File: config.mk
export PLATFORM = sky130hd
export DESIGN_NAME = id_stage_fwd
export DESIGN_NICKNAME = d
export VERILOG_FILES = /design/src/rtl/id_pkg.sv /design/src/rtl/id_regfile.sv /design/src/rtl/id_stage_fwd.sv
export SDC_FILE = /design/constraint.sdc
export NUM_CORES = 2
export LEC_CHECK = 0
export ABC_AREA = 0
export BUFFER_PORTS_ARGS = -buffer_cell sky130_fd_sc_hd__buf_2
export CAP_MARGIN = 30
export CORE_ASPECT_RATIO = 0.5
export CORE_UTILIZATION = 35
export CTS_CLUSTER_SIZE = 28
export DETAILED_ROUTE_END_ITERATION = 8
export PLACE_DENSITY = 0.58
export SETUP_SLACK_MARGIN = 0.4
export SLEW_MARGIN = 20
export SYNTH_ARGS = -nofsm -noshare
export SYNTH_HDL_FRONTEND = slang
export SYNTH_SLANG_ARGS = --single-unit
File: constraint.sdc
create_clock -name clk -period 3.97 [get_ports clk]
set_clock_uncertainty 0.05 [all_clocks]
set_input_delay 0.5955 -clock clk [delete_from_list [all_inputs] [get_ports clk]]
set_output_delay 0.5955 -clock clk [all_outputs]
set_load 0.01 [all_outputs]
File: src/rtl/id_pkg.sv
// -----------------------------------------------------------------------------
// id_pkg
// Shared definitions for the decode-stage back end (id_stage_fwd, id_regfile).
//   - Default data width and register count.
//   - Bit positions of the control bits this stage interprets.
//   - Bubble control constant (all zero: no register write, no memory access).
//   - Operand source selector used by the forwarding muxes.
// -----------------------------------------------------------------------------
package id_pkg;

    localparam int XLEN_DEF        = 32;
    localparam int NREG_DEF        = 32;
    localparam int CW_DEF          = 13;

    // Control bundle bit positions
    localparam int RWEN_BIT_DEF    = 9;   // instruction writes a register
    localparam int MEMRD_BIT_DEF   = 1;   // instruction is a load
    localparam int RBVALID_BIT_DEF = 0;   // rB is a real source operand

    // Control word of an inserted bubble or killed entry
    localparam logic [CW_DEF-1:0] CTRL_BUBBLE = '0;

    // Where an operand comes from, in priority order
    typedef enum logic [1:0] {
        FWD_ZERO = 2'd0,   // source register 0
        FWD_EX   = 2'd1,   // ALU result of the ID/EX entry
        FWD_MEM  = 2'd2,   // MEM-stage result
        FWD_RF   = 2'd3    // register file (includes WB write-through)
    } fwd_src_e;

endpackage

File: src/rtl/id_regfile.sv
// -----------------------------------------------------------------------------
// id_regfile
// NREG x XLEN register file, asynchronous active-low reset, one write port,
// two combinational read ports. A read of the index being written in the same
// cycle returns the write data. Register 0 reads as zero and ignores writes.
//
// Ports
//   clk, rst_n          clock / asynchronous active-low reset
//   we, waddr, wdata    write port (WB stage)
//   raddr_a, rdata_a    read port A
//   raddr_b, rdata_b    read port B
// -----------------------------------------------------------------------------
module id_regfile
    import id_pkg::*;
#(
    parameter int  XLEN = XLEN_DEF,
    parameter int  NREG = NREG_DEF,
    localparam int AW   = $clog2(NREG)
) (
    input  logic            clk,
    input  logic            rst_n,
    input  logic            we,
    input  logic [AW-1:0]   waddr,
    input  logic [XLEN-1:0] wdata,
    input  logic [AW-1:0]   raddr_a,
    input  logic [AW-1:0]   raddr_b,
    output logic [XLEN-1:0] rdata_a,
    output logic [XLEN-1:0] rdata_b
);

    logic [XLEN-1:0] mem_reg [NREG];

    // Every register is cleared on reset, so this is a flop array rather
    // than a RAM. Writes to register 0 are dropped here.
    always_ff @(posedge clk or negedge rst_n) begin
        if (!rst_n) begin
            for (int i = 0; i < NREG; i++) begin
                mem_reg[i] <= '0;
            end
        end else if (we && (waddr != '0)) begin
            mem_reg[waddr] <= wdata;
        end
    end

    assign rdata_a = (raddr_a == '0)                ? '0    :
                     (we && (waddr == raddr_a))     ? wdata :
                                                      mem_reg[raddr_a];

    assign rdata_b = (raddr_b == '0)                ? '0    :
                     (we && (waddr == raddr_b))     ? wdata :
                                                      mem_reg[raddr_b];

endmodule

File: src/rtl/id_stage_fwd.sv
// -----------------------------------------------------------------------------
// id_stage_fwd
// Decode-stage back end: register file, operand forwarding, RAW hazard
// detection and the ID/EX pipeline register.
//
// Build option: macro ID_FWD_EN
//   defined   - operands forwarded from EX, MEM and WB; only load-use stalls.
//   undefined - only WB write-through; any in-flight producer (ID/EX entry or
//               MEM) of a used source stalls until it has reached WB.
//
// Ports
//   clk, rst_n                  clock / asynchronous active-low reset
//   in_valid, in_ready          ID handshake (in_ready = accepted this cycle)
//   pc_in, imm_in, ctrl_in,
//   alu_op_in                   decoded instruction fields
//   ra_idx, rb_idx, rw_idx      source / destination register indices
//   ex_alu_result               ALU result of the current ID/EX entry
//   mem_we, mem_sel, mem_data   MEM-stage destination and result
//   wb_we, wb_sel, wb_data      register-file write port
//   out_ready, flush            EX back-pressure / kill ID/EX entry
//   out_valid, out_pc, out_imm,
//   out_ra_v, out_rb_v,
//   out_ctrl, out_alu_op, out_rw  ID/EX register contents
//   hazard_stall                stall (bubble insertion) this cycle
// -----------------------------------------------------------------------------
module id_stage_fwd
    import id_pkg::*;
#(
    parameter int  XLEN        = XLEN_DEF,
    parameter int  NREG        = NREG_DEF,
    parameter int  CW          = CW_DEF,
    parameter int  RWEN_BIT    = RWEN_BIT_DEF,
    parameter int  MEMRD_BIT   = MEMRD_BIT_DEF,
    parameter int  RBVALID_BIT = RBVALID_BIT_DEF,
    localparam int AW          = $clog2(NREG)
) (
    input  logic            clk,
    input  logic            rst_n,
    input  logic            in_valid,
    output logic            in_ready,
    input  logic [XLEN-1:0] pc_in,
    input  logic [XLEN-1:0] imm_in,
    input  logic [CW-1:0]   ctrl_in,
    input  logic [3:0]      alu_op_in,
    input  logic [AW-1:0]   ra_idx,
    input  logic [AW-1:0]   rb_idx,
    input  logic [AW-1:0]   rw_idx,
    input  logic [XLEN-1:0] ex_alu_result,
    input  logic            mem_we,
    input  logic [AW-1:0]   mem_sel,
    input  logic [XLEN-1:0] mem_data,
    input  logic            wb_we,
    input  logic [AW-1:0]   wb_sel,
    input  logic [XLEN-1:0] wb_data,
    input  logic            out_ready,
    input  logic            flush,
    output logic            out_valid,
    output logic [XLEN-1:0] out_pc,
    output logic [XLEN-1:0] out_imm,
    output logic [XLEN-1:0] out_ra_v,
    output logic [XLEN-1:0] out_rb_v,
    output logic [CW-1:0]   out_ctrl,
    output logic [3:0]      out_alu_op,
    output logic [AW-1:0]   out_rw,
    output logic            hazard_stall
);

    // ID/EX register
    logic            out_valid_reg;
    logic [XLEN-1:0] out_pc_reg;
    logic [XLEN-1:0] out_imm_reg;
    logic [XLEN-1:0] out_ra_v_reg;
    logic [XLEN-1:0] out_rb_v_reg;
    logic [CW-1:0]   out_ctrl_reg;
    logic [3:0]      out_alu_op_reg;
    logic [AW-1:0]   out_rw_reg;

    // Per-source operand path: index 0 = rA, index 1 = rB
    logic [1:0][AW-1:0]   src_idx;
    logic [1:0][XLEN-1:0] rf_rdata;
    logic [1:0][XLEN-1:0] opnd;
    logic [1:0]           src_nz;
    logic [1:0]           ex_hit;    // ID/EX entry (any writer, loads included) targets source
    logic [1:0]           mem_hit;   // MEM stage targets source

    logic ex_writes;
    logic ex_is_load;
    logic rb_used;
    logic advance;
    logic stall;

    assign src_idx[0] = ra_idx;
    assign src_idx[1] = rb_idx;

    assign ex_writes  = out_valid_reg && out_ctrl_reg[RWEN_BIT];
    assign ex_is_load = out_ctrl_reg[MEMRD_BIT];
    assign rb_used    = ctrl_in[RBVALID_BIT];

    id_regfile #(
        .XLEN (XLEN),
        .NREG (NREG)
    ) u_regfile (
        .clk     (clk),
        .rst_n   (rst_n),
        .we      (wb_we),
        .waddr   (wb_sel),
        .wdata   (wb_data),
        .raddr_a (ra_idx),
        .raddr_b (rb_idx),
        .rdata_a (rf_rdata[0]),
        .rdata_b (rf_rdata[1])
    );

    generate
        for (genvar gi = 0; gi < 2; gi++) begin : g_src
            assign src_nz[gi]  = (src_idx[gi] != '0);
            assign ex_hit[gi]  = src_nz[gi] && ex_writes && (out_rw_reg == src_idx[gi]);
            assign mem_hit[gi] = src_nz[gi] && mem_we && (mem_sel == src_idx[gi]);
`ifdef ID_FWD_EN
            fwd_src_e sel;

            // A load in ID/EX has no data yet; that case is a stall, not a forward.
            always_comb begin
                sel = FWD_RF;
                if (!src_nz[gi]) begin
                    sel = FWD_ZERO;
                end else if (ex_hit[gi] && !ex_is_load) begin
                    sel = FWD_EX;
                end else if (mem_hit[gi]) begin
                    sel = FWD_MEM;
                end
            end

            assign opnd[gi] = (sel == FWD_ZERO) ? '0            :
                              (sel == FWD_EX)   ? ex_alu_result :
                              (sel == FWD_MEM)  ? mem_data      :
                                                  rf_rdata[gi];
`else
            // Register file already covers register 0 and WB write-through.
            assign opnd[gi] = rf_rdata[gi];
`endif
        end
    endgenerate

`ifdef ID_FWD_EN
    assign stall = in_valid && ex_writes && ex_is_load && (out_rw_reg != '0) &&
                   ((out_rw_reg == ra_idx) || (rb_used && (out_rw_reg == rb_idx)));
`else
    // Without EX/MEM bypass any producer still in flight blocks its consumer.
    assign stall = in_valid &&
                   ((ex_hit[0] || mem_hit[0]) || (rb_used && (ex_hit[1] || mem_hit[1])));

    logic unused_fwd_inputs;
    assign unused_fwd_inputs = ^{ex_alu_result, mem_data, ex_is_load};
`endif

    assign advance      = out_ready || !out_valid_reg;
    assign in_ready     = advance && !stall;
    assign hazard_stall = stall;

    // Flush outranks everything; a stalled advance pushes a bubble.
    always_ff @(posedge clk or negedge rst_n) begin
        if (!rst_n) begin
            out_valid_reg  <= 1'b0;
            out_pc_reg     <= '0;
            out_imm_reg    <= '0;
            out_ra_v_reg   <= '0;
            out_rb_v_reg   <= '0;
            out_ctrl_reg   <= '0;
            out_alu_op_reg <= '0;
            out_rw_reg     <= '0;
        end else if (flush) begin
            out_valid_reg <= 1'b0;
            out_ctrl_reg  <= CW'(CTRL_BUBBLE);
        end else if (advance) begin
            if (stall) begin
                out_valid_reg <= 1'b0;
                out_ctrl_reg  <= CW'(CTRL_BUBBLE);
            end else begin
                out_valid_reg  <= in_valid;
                out_pc_reg     <= pc_in;
                out_imm_reg    <= imm_in;
                out_ra_v_reg   <= opnd[0];
                out_rb_v_reg   <= opnd[1];
                out_ctrl_reg   <= ctrl_in;
                out_alu_op_reg <= alu_op_in;
                out_rw_reg     <= rw_idx;
            end
        end
    end

    assign out_valid  = out_valid_reg;
    assign out_pc     = out_pc_reg;
    assign out_imm    = out_imm_reg;
    assign out_ra_v   = out_ra_v_reg;
    assign out_rb_v   = out_rb_v_reg;
    assign out_ctrl   = out_ctrl_reg;
    assign out_alu_op = out_alu_op_reg;
    assign out_rw     = out_rw_reg;

endmodule

Word level (Yosys, flattened, before mapping)
Cells that the tools add are included. Widths: inputs -> output; s select.

Eq/ne operators: 6. Multiplexer cells: 19. Bitwise operators: 5. Reduce and logical (&&, ||, !) cells: 29. Order comparisons: 4.

Operators with widths (number): $bwmux 1024 (1); $bmux 32 s5 (2); $mux 32 (9); $demux 32 s5 (1); $mux 13 (3); $eq 5x5->1 (6); $ge 6x6->1 const B (3); $not 5->6 (3); $logic_and 1x1->1 (16); $reduce_bool 5->1 (3); $logic_not 5->1 (2); $lt 6x1->1 const B (1); $logic_or 1x1->1 (4); $mux 1 (3); $reduce_and 3->1 (1); $logic_not 1->1 (2); $not 1->1 (2); $reduce_bool 2->1 (1).

Bits of input ports: 209. Output and inout port bits: 153. Logic and storage cells: 103. Register bits: 1175.

Longest topological paths before layout
Depth after elaboration: 10. Depth in mapped cells: 10. Depth with buffers taken out: 7.

By module
A second synthesis with hierarchy kept.

Cell total of the unflattened synthesis: 4173. Area total of the unflattened synthesis: 60860.9 µm².

By module, submodules not included: id_regfile (instances 1, cells each 3808, seq. area each 25624.6 µm², area an instance 54932.7 µm²); id_stage_fwd (instances 1, cells each 365, seq. area each 3778.6 µm², area an instance 5928.2 µm²).

Worst setup path after synthesis
No wires, ideal clock.

Path kind: input to output. From: input rb_idx[4]. To: output in_ready. Buffers on the path: 2. Required time: 3324 ps. Slack: 1271 ps. Stages: 7. Data arrival time: 2053 ps. Path through: buf_2 -> or2_1 -> clkbuf_1 -> or4_4 -> o2111ai_2 -> nand2_1 -> nor2_1.

Word-level cells in the longest chain between the ends: 9. Elaborated cells between the ends (all ways): 13. Those cells by class: eq/ne (2); reduce/logical (11).

Ends and longest elaborated chain: from (decl) (RTL line id_stage_fwd.sv:46) `input logic [AW-1:0] rb_idx,`; $reduce_bool 5->1 (RTL line id_stage_fwd.sv:116) `assign src_nz[gi] = (src_idx[gi] != '0);`; $logic_and 1x1->1, on equally long branches (2 in a row) (RTL line id_stage_fwd.sv:117, id_stage_fwd.sv:118); $logic_or 1x1->1 * (RTL line id_stage_fwd.sv:151) `((ex_hit[0] || mem_hit[0]) || (rb_used && (ex_hit[1] || mem_hit[1])));`; $logic_and 1x1->1 * (RTL line id_stage_fwd.sv:151); $logic_or 1x1->1 * (RTL line id_stage_fwd.sv:151); $logic_and 1x1->1 * (RTL line id_stage_fwd.sv:150) `assign stall = in_valid &&`; named net hazard_stall (RTL line id_stage_fwd.sv:65) `output logic hazard_stall`; $logic_not 1->1 * (RTL line id_stage_fwd.sv:158) `assign in_ready = advance && !stall;`; $logic_and 1x1->1 * (RTL line id_stage_fwd.sv:158); to (decl) (RTL line id_stage_fwd.sv:40) `output logic in_ready,`.

The timed path passes the listed nets; every way through them passes the cells marked *.

Final worst setup path
From: register out_rw_reg[3] (netlist: out_rw[3]). To: output in_ready.

Word-level cells in the longest chain between the ends: 8. Elaborated cells between the ends (all ways): 11. Those cells by class: eq/ne (2); reduce/logical (9).

Ends and longest elaborated chain: from (decl) (RTL line id_stage_fwd.sv:76) `logic [AW-1:0] out_rw_reg;`; from (signal assigned) (RTL line id_stage_fwd.sv:187) `out_rw_reg <= rw_idx;`; $eq 5x5->1 (RTL line id_stage_fwd.sv:117) `assign ex_hit[gi] = src_nz[gi] && ex_writes && (out_rw_reg == src_idx[gi]);`; $logic_and 1x1->1 (RTL line id_stage_fwd.sv:117); $logic_or 1x1->1 (RTL line id_stage_fwd.sv:151); $logic_and 1x1->1 (RTL line id_stage_fwd.sv:151); $logic_or 1x1->1 * (RTL line id_stage_fwd.sv:151); $logic_and 1x1->1 * (RTL line id_stage_fwd.sv:150); $logic_not 1->1 * (RTL line id_stage_fwd.sv:158); $logic_and 1x1->1 * (RTL line id_stage_fwd.sv:158).

Every way passes the cells marked *; elsewhere a longest branch is shown, timed or not.

==> out/qor.csv <==
metric,value,unit
Startpoint Class,register,
setup_tns,0,ns
family with the most delay on the worst path,simple AND/OR/NAND/NOR gates,
Syn. warnings,0,
postcts setup bufs,0,
share of the synthesized area in the top cell type,48.7,%
clock power share,33.6,%
Worst Setup Path Type,reg2out,
largest cells by area after synthesis,"dfrtp_1 (49%), mux2_2 (20%), mux4_2 (19%), mux2i_1 (4.2%), clkbuf_1 (1.5%)",
# fillers,15500,
post-detailed-routing wire length,190000,µm
distinct cell type count after synthesis,40,
Design Power,34.7,mW
die span in x,589,µm
switching power,9.56,mW
starting density of the core,35.4,%
row count,107,
Seq pwr share,45.7,%
worst skew pair latency,0.75,ns
CTS Buf Count,118,
post-synthesis sequential area ratio,48.7,%
r2r startpoint,out_rw[3]$_DFFE_PN0P_,
CP arrival,2.60,ns
hold_ws,0.0549,ns
Async SR Flop Fraction,100,%
io pins,362,
"Slew Viols, Final",0,
hold buffers post-CTS,84,
Worst Hold Class,in2reg,
worst setup path start,out_rw[3]$_DFFE_PN0P_,
dpl hpwl,108000,µm
via/cell ratio,5.87,
peak supply drop,0.367,mV
# setup viols final,0,
Multi-input gate area,29300,µm²
sw frac,27.5,%
Core Box Area,171000,µm²
first-pass GRT wire length,282000,µm
"Largest stage delay, worst path",0.45,ns
Levels on crit path,7,
Syn Nets,4122,
DRT iter0 DRCs,2951,
initial antenna violation count,2,
fin crit period,3.25,ns
Int Pwr,25.1,mW
share of cells above drive strength 1,54.0,%
# H-tree levels,3,
CTS resizes,0,
largest net degree at the start of global routing,107,
# diodes,0,
number of synthesized flops with an enable pin,0,
Die Ht,296,µm
Logic pwr share,20.7,%
area grow syn2layout,15.6,%
Post-Syn Instances,3913,
"Req. time, crit path",3.32,ns
die area,174000,µm²
final hold vios,0,
Synth Flop Type,dfrtp_1,
WP buf/inv,1,
reg-to-reg setup timing slack,1.40,ns
P_leak,30.2,nW
CP endpoint,in_ready,
leading area contributor after synthesis,dfrtp_1,
status,"finished, final reports clean",
RSZ-0062 raised after global routing,no,
Synth Cell Area,60400,µm²
Worst setup EP type,output pin,
Initial DRT Pass Iterations,5,
R2R depth,8,
Synth Register Bits,1175,
Routed Antenna Nets,0,
max reg flops,1024,
routability cong.,0.803,
P per Cell Area,497,nW/µm²
Max Fclk,308,MHz
vias in the first global route,40300,
Least-Margin Pin Slew,0.989,ns
Vias,38200,
total grt overflow,0,
"count leader, synth",dfrtp_1,
clk sinks,1175,
clock-pin slew on the worst setup and hold paths,0.06,ns
number of port buffers,297,
register area,29400,µm²
Total Routing Usage GR,21.8,%
CTS tree,done,
max-cap violation count,0,
synthesized area per cell,15.4,µm²
Nets,4321,
period utilization,81.8,%
DR WL/cell,29.2,µm
Rel. slew slack,34.1,%
Critical R2R Capture,out_ra_v[5]$_DFFE_PN0P_,
Max Fanout on Critical Path,5,
clk root buf,clkbuf_16,
most instantiated cells after synthesis,"dfrtp_1 (1175), mux2_2 (1065), mux4_2 (512)",
clock buffer depth,3,
"Slowest-stage cell, CP",dfrtp_1,
worst path cell trace,xnor2_1 -> nand4_1 -> o32ai_1 -> nand3_1 -> nand2_1 -> nor2_1 -> buf_2,
DRC,0,
[power groups by stage]
stage	combinational, mW	sequential [mW]	clock [mW]
2_1_floorplan	5.16	15.6	0
6_report	7.20	15.9	11.6
5_1_grt	7.72	16.1	12.4
4_1_cts	7.25	15.8	11.9
3_3_place_gp	6.99	15.8	0
3_5_place_dp	7.16	16.0	0
[worst register-to-register path, delay by kind of cell (launching register included)]
family,cells,cell delay [ns]
buffers and inverters,1,0.20
AOI/OAI and AO/OA,2,0.75
DFF,1,0.45
and+or+nand+nor,4,0.80
xor gates and xnor gates,1,0.17
[how the worst min path moves through the flow]
| stage | start | end | depth (start not counted) |
|---|---|---|---|
| floorplan | rst_n | out_alu_op[0]$_DFFE_PN0P_ | 0 |
| detailed placement | u_regfile.mem_reg[1021]$_DFFE_PN0P_ | u_regfile.mem_reg[1021]$_DFFE_PN0P_ | 0 |
| global placement | u_regfile.mem_reg[1003]$_DFFE_PN0P_ | u_regfile.mem_reg[1003]$_DFFE_PN0P_ | 0 |
| global route | rw_idx[2] | out_rw[2]$_DFFE_PN0P_ | 2 |
| CTS | rw_idx[2] | out_rw[2]$_DFFE_PN0P_ | 2 |
| finish | rw_idx[2] | out_rw[2]$_DFFE_PN0P_ | 2 |
[cells by family after synthesis]
kind of cell / synth area share, %
flops: 48.7
mux: 43.2
buf+inv: 3.12
simple gates: 1.84
compound gates: 2.73
xor+xnor: 0.435
[stage by stage]
| stage | utilization [%] | setup slack, ns | cell area, µm² | instances |
|---|---|---|---|---|
| detailed placement | 38.0 | 0.690 | 64900 | 6196 |
| global placement | 38.0 | 0.709 | 64900 | 6196 |
| floorplan | - | 1.27 | 60400 | 3913 |
| finish | 40.9 | 0.724 | 69800 | 6499 |
| CTS | 40.9 | 0.663 | 69700 | 6498 |
| global route | 40.9 | 0.584 | 69800 | 6499 |
[layout by cell type (no fill, tap or decap), types with 13 or more instances in the layout]
master,count
xnor2_1,16
buf_2,290
buf_12,57
dfrtp_1,1175
o22ai_1,124
mux4_2,512
nor4_1,65
clkbuf_8,30
clkinv_2,33
a221o_1,62
buf_4,87
nand2_2,15
mux2i_1,252
nor2_1,66
a22o_1,13
clkbuf_1,15
dlygate4sd3_1,84
clkbuf_16,119
nor2_4,18
xor2_1,14
mux2_2,1065
[area by class of cell]
class                           instances  share of cell area, %
Clock inverter                         54                  0.787
Multi-Input combinational cell       2292                   42.0
Sequential cell                      1175                   42.2
Tap cell                             2289                   4.11
Timing Repair Buffer                  525                   6.01
Clock buffer                          164                   4.94
[metal layers]
metal / part of all wire, % / track usage [%] / up-vias / routed length, µm
li1: - / - / 15600 / -
met1: 43 / 29.4 / 21000 / 81500
met2: 48 / 36.0 / 1175 / 91900
met3: 5.3 / 3.69 / 369 / 10100
met4: 3.4 / 7.23 / 2 / 6360
met5: 0.0068 / 0 / - / 13
Power figures use the tool's default switching activity.
